[config.mk]
export PLATFORM = sky130hd
export DESIGN_NAME = cacheline_adaptor
export DESIGN_NICKNAME = d
export VERILOG_FILES = /design/src/rtl/cacheline_adaptor.sv
export SDC_FILE = /design/constraint.sdc
export NUM_CORES = 1
export LEC_CHECK = 0
export ABC_CLOCK_PERIOD_IN_PS = 7400
export CAP_MARGIN = 20
export CORE_MARGIN = 2
export CORE_UTILIZATION = 23
export CTS_CLUSTER_SIZE = 40
export DETAILED_ROUTE_END_ITERATION = 7
export GPL_ROUTABILITY_DRIVEN = 0
export PLACE_DENSITY = 0.53
export SLEW_MARGIN = 20
export SYNTH_ARGS = -nofsm -noshare
export SYNTH_HDL_FRONTEND = slang
export SYNTH_SLANG_ARGS = --single-unit
export TNS_END_PERCENT = 5
[constraint.sdc]
create_clock -name clk -period 7.4 [get_ports clk]
set_input_delay 1.11 -clock clk [delete_from_list [all_inputs] [get_ports clk]]
set_output_delay 1.11 -clock clk [all_outputs]
set_load 0.05 [all_outputs]
[src/rtl/cacheline_adaptor.sv]
// cacheline_adaptor: accepts one full-line read or write from the cache arbiter
// and turns it into a BEATS-long burst on the memory port (beat 0 = lowest bits).
// Optional build macro CACHELINE_ADAPTOR_EARLY_RESP_EN: drops the DONE cycle and
// raises line_resp combinationally in the final-beat cycle.
`timescale 1ns/1ps
module cacheline_adaptor #(
  parameter int LINE_WIDTH = 256,
  parameter int BEAT_WIDTH = 64
) (
  input  logic                  clk,
  input  logic                  rst,
  input  logic                  line_read,
  input  logic                  line_write,
  input  logic [31:0]           line_address,
  input  logic [LINE_WIDTH-1:0] line_wdata,
  output logic [LINE_WIDTH-1:0] line_rdata,
  output logic                  line_resp,
  output logic [31:0]           burst_address,
  output logic                  burst_read,
  output logic                  burst_write,
  output logic [BEAT_WIDTH-1:0] burst_wdata,
  input  logic [BEAT_WIDTH-1:0] burst_rdata,
  input  logic                  burst_resp
);
  localparam int BEATS = LINE_WIDTH / BEAT_WIDTH;
  localparam int CW    = $clog2(BEATS);
  localparam logic [CW-1:0] LAST = CW'(BEATS - 1);

  typedef enum logic [1:0] {IDLE, READ, WRITE, DONE} state_t;

  state_t                state;
  logic [CW-1:0]         cnt;
  logic [LINE_WIDTH-1:0] line_buf;
  logic                  last_beat;
  logic [4:0]            addr_unused;

  // Line offset bits never reach the memory port.
  assign addr_unused = line_address[4:0];

  // Acknowledge of the final beat of the current burst.
  assign last_beat = ((state == READ) || (state == WRITE)) && burst_resp && (cnt == LAST);

  // Write beat is a pure mux off the buffer; zero whenever no write burst is active.
  assign burst_wdata = burst_write ? line_buf[cnt*BEAT_WIDTH +: BEAT_WIDTH] : '0;

`ifdef CACHELINE_ADAPTOR_EARLY_RESP_EN
  assign line_resp  = last_beat;
  // Final read beat is forwarded straight through so the line is complete this cycle.
  assign line_rdata = (last_beat && (state == READ))
                    ? {burst_rdata, line_buf[LINE_WIDTH-BEAT_WIDTH-1:0]} : line_buf;
`else
  logic resp_q;
  assign line_resp  = resp_q;
  assign line_rdata = line_buf;
`endif

  // Request acceptance, beat counting and burst command flops.
  always_ff @(posedge clk or negedge rst) begin
    if (!rst) begin
      state         <= IDLE;
      cnt           <= '0;
      line_buf      <= '0;
      burst_address <= '0;
      burst_read    <= 1'b0;
      burst_write   <= 1'b0;
`ifndef CACHELINE_ADAPTOR_EARLY_RESP_EN
      resp_q        <= 1'b0;
`endif
    end else begin
`ifndef CACHELINE_ADAPTOR_EARLY_RESP_EN
      resp_q <= 1'b0;
`endif
      case (state)
        IDLE: begin
          // Read wins a tie; a still-held write is picked up on a later IDLE.
          if (line_read) begin
            burst_address <= {line_address[31:5], 5'b0};
            cnt           <= '0;
            burst_read    <= 1'b1;
            state         <= READ;
          end else if (line_write) begin
            burst_address <= {line_address[31:5], 5'b0};
            line_buf      <= line_wdata;
            cnt           <= '0;
            burst_write   <= 1'b1;
            state         <= WRITE;
          end
        end
        READ: begin
          if (burst_resp) begin
            line_buf[cnt*BEAT_WIDTH +: BEAT_WIDTH] <= burst_rdata;
            cnt <= cnt + CW'(1);
            if (cnt == LAST) begin
              burst_read <= 1'b0;
`ifdef CACHELINE_ADAPTOR_EARLY_RESP_EN
              state      <= IDLE;
`else
              state      <= DONE;
              resp_q     <= 1'b1;
`endif
            end
          end
        end
        WRITE: begin
          if (burst_resp) begin
            cnt <= cnt + CW'(1);
            if (cnt == LAST) begin
              burst_write <= 1'b0;
`ifdef CACHELINE_ADAPTOR_EARLY_RESP_EN
              state       <= IDLE;
`else
              state       <= DONE;
              resp_q      <= 1'b1;
`endif
            end
          end
        end
        DONE:    state <= IDLE;
        default: state <= IDLE;
      endcase
    end
  end
endmodule

==> summary.md <==
| Metric | Value |
|---|---|
| RSZ-0062 raised after global routing | `false` |
| Crit-path max FO | `36` |
| YS warnings | `0` |
| Post-Synth Adder-Cell Area | `0.578%` |
| Initial antenna violation count | `15` |
| Seq/Total Area, Yosys | `41.9%` |
| Placed cell area | `25,000 µm²` |
| Post-synth cell types | `39` |
| Hold Path Sink | `burst_address[7]$_DFFE_PN0P_` |
| Initial DRC Count | `1,162` |
| Fin Clk Skew | `0.0178 ns` |
| Required @ worst endpoint | `6.29 ns` |
| Final non-filler cell total | `3,061` |
| Die area | `77,500 µm²` |
| Setup crit start kind | `flip-flop` |
| Final count of hold timing violations | `0` |
| TritonRoute pass-1 iters | `6` |
| Crit path arrival time | `3.68 ns` |
| Placed instance count | `2,978` |
| Htree depth | `2` |
| Overall Global Routing Usage | `21.6%` |
| FF-to-FF Start | `cnt[1]$_DFFE_PN0P_` |
| FMAX | `0.209 GHz` |
| Leading post-synthesis cells by cell area | `dfrtp_1 42%, mux2_2 17%, mux4_2 8.3%, o2bb2ai_1 6.5%, a32o_1 3.7%` |
| CORE AREA | `74,400 µm²` |
| Dominant cell type by area after synthesis | `dfrtp_1` |
| Clk_lat worst skew | `0.56 ns` |
| Worst setup EP type | `output pin` |
| Via-to-Cell Ratio | `5.23` |
| Fillers | `7,241` |
| DRC Markers | `0` |
| Layout Nets | `2,416` |
| Root Buffer Master | `clkbuf_16` |
| Ys flop type | `dfrtp_1` |
| Sum of negative setup slack | `0 ns` |
| Max cap viols | `0` |
| Clock buffer depth | `3` |
| Global-route wire length before repair | `124,000 µm` |
| Final setup violation count | `0` |
| Top routing layer used | `met5` |
| Post-synthesis compound-gate area fraction | `14.5%` |
| WL/cell | `28.3 µm` |
| Kind of critical path | `reg -> out` |
| FF+latch count, synth | `290` |
| Min Hold Slack | `0.504 ns` |
| Post-route cell area | `26,400 µm²` |
| Post-synth design cell area | `17,300 µm²` |
| Worst hold start | `burst_address[7]$_DFFE_PN0P_` |
| Post-cts hold buffer count | `0` |
| Main combinational cell family by area after synthesis | `multiplexers` |
| Antenna Violating Nets Remaining | `0` |
| TritonCTS clock tree | `done` |
| Vias in the first global route | `16,800` |
| Worst-case reg-to-reg path depth | `6` |
| Die X | `278 µm` |
| HP Class | `reg -> reg` |
| Clock slew at reported path FFs | `0.06 ns` |
| Hold depth | `1` |
| Hpwl dp | `57,300 µm` |
| Post-cts repair resize count | `0` |
| Area growth from synthesis to layout | `52.4%` |
| Post-synthesis xor/xnor area fraction | `0%` |
| Top-Level Pins | `712` |
| Multiplexer share of the synthesized area | `26.8%` |
| Outcome | `finished, final reports clean` |
| Die extent in y | `278 µm` |
| CTS buffer count | `40` |
| Buffers on Ports | `701` |
| Row cnt | `100` |
| Setup bufs post-CTS | `0` |
| Met1 WL | `34,800 µm` |
| Top-area cell type share of the netlist area | `41.9%` |
| FFs w/ async S/R, synth | `100%` |
| Slew @ Worst Pin | `1.11 ns` |
| Multi-input gate area | `9030 µm²` |
| Pins Over Slew Limit | `0` |
| Initial Util | `23.3%` |
| Crit share post-route | `64.7%` |
| Layout cells sized above 1 | `21.2%` |
| Slew HR | `25.7%` |
| Wire length on met3 | `6300 µm` |
| Cell with the most instances after synthesis | `dfrtp_1` |
| Top post-synthesis cells by count | `290 x dfrtp_1, 266 x mux2_2, 129 x o2bb2ai_1, 111 x clkbuf_1, 71 x inv_1` |
| R2R setup slack | `3.03 ns` |
| Remaining Overflow, GRT | `0` |
| Via count | `16,000` |
| Syn avg cell area | `12.0 µm²` |
| Mapped Cells | `1,446` |
| Register area | `7270 µm²` |
| Min Tclk post-route | `4.79 ns` |
| CTS Sinks | `290` |
| EDFF count, synth | `0` |
| Met2 wire length | `42,800 µm` |
| Largest net degree at the start of global routing | `114` |
| Final WL | `86,500 µm` |
| Simple-gate share of the synthesized area | `9.64%` |
| Reg-to-reg endpoint | `line_rdata[212]$_DFFE_PN0P_` |
==> per-layer routing <==
| metal | global-route usage, % | vias up |
|---|---|---|
| li1 | - | 6768 |
| met1 | 26.5 | 8314 |
| met2 | 36.8 | 764 |
| met3 | 5.34 | 157 |
| met4 | 7.17 | 8 |
| met5 | 0 | - |
==> worst max-delay path, stage by stage, from the launching register on <==
cell             delay (ns)
dfrtp_4                0.93
buf_4                  0.69
mux4_2                 0.33
and2_1                 0.25
clkdlybuf4s50_1        0.85
==> how the worst max path moves through the flow <==
stage | start | to | slack (ns) | cells past startpoint
after floorplan | cnt[0]$_DFFE_PN0P_ | burst_wdata[47] | 4.44 | 5
after global placement | cnt[1]$_DFFE_PN0P_ | line_rdata[212]$_DFFE_PN0P_ | 3.13 | 6
after detailed placement | cnt[1]$_DFFE_PN0P_ | line_rdata[212]$_DFFE_PN0P_ | 3.07 | 6
after CTS | cnt[1]$_DFFE_PN0P_ | burst_wdata[22] | 2.53 | 4
after global routing | cnt[1]$_DFFE_PN0P_ | burst_wdata[2] | 2.54 | 4
final | cnt[1]$_DFFE_PN0P_ | burst_wdata[22] | 2.61 | 4
==> registers in the layout, indices dropped and copies added (netlist names) <==
| name | count |
|---|---|
| state | 2 |
| line_resp | 1 |
| line_rdata | 256 |
| burst_read | 1 |
| burst_address | 27 |
| burst_write | 1 |
| cnt | 2 |
==> placed cells by master (no fill, tap or decap), types with 2 or more instances in the layout <==
cell type / Yosys / layout
a211oi_4: 4 / 4
a21boi_0: 3 / 3
a221oi_1: 2 / 2
a22o_1: 2 / 2
a32o_1: 64 / 64
a32oi_1: 2 / 2
and2_1: 65 / 65
and3_1: 2 / 2
buf_4: 7 / 28
bufinv_16: 0 / 4
clkbuf_1: 111 / 12
clkbuf_16: 0 / 41
clkbuf_8: 0 / 7
clkdlybuf4s50_1: 0 / 700
clkinv_2: 0 / 7
conb_1: 1 / 5
dfrtp_1: 290 / 287
dfrtp_4: 0 / 2
diode_2: 0 / 9
ha_1: 8 / 4
ha_4: 0 / 4
inv_1: 71 / 70
inv_6: 0 / 3
mux2_1: 17 / 17
mux2_2: 266 / 266
mux2i_1: 2 / 2
mux4_2: 64 / 64
nand2_1: 70 / 70
nand2b_1: 6 / 4
nand2b_4: 0 / 2
nand3_1: 64 / 64
nand4b_1: 64 / 64
nor2_1: 3 / 3
o2bb2ai_1: 129 / 129
o31ai_1: 2 / 2
o32ai_1: 62 / 62
==> cells by family (layout without fill, tap and decap cells) <==
logic type / after synthesis / after routing
compound gates: 274 / 274
fa+ha+maj: 8 / 8
buf+inv: 242 / 875
flops: 290 / 290
mux: 349 / 349
other cells: 1 / 14
simple gates: 282 / 282
==> stage by stage <==
| stage | worst slack [ns] | util (%) |
|---|---|---|
| detailed placement | 3.07 | 33.6 |
| floorplan | 4.44 | - |
| finish | 2.61 | 35.5 |
| global placement | 3.13 | 33.6 |
| global route | 2.54 | 35.5 |
| CTS | 2.53 | 35.4 |
==> cell type report <==
cell class                      count  share of cell area (%)
Multi-Input combinational cell    918                    34.2
Sequential cell                   290                    27.5
Timing Repair Buffer              730                    27.5
Tap cell                          969                    4.59
Clock buffer                       60                    4.42
Inverter                           71                    1.03
Clock inverter                     14                   0.687
Antenna cell                        9                  0.0853
Power is not shown: default switching activity piles up to over one toggle a cycle in this logic, so the estimate is an artifact.
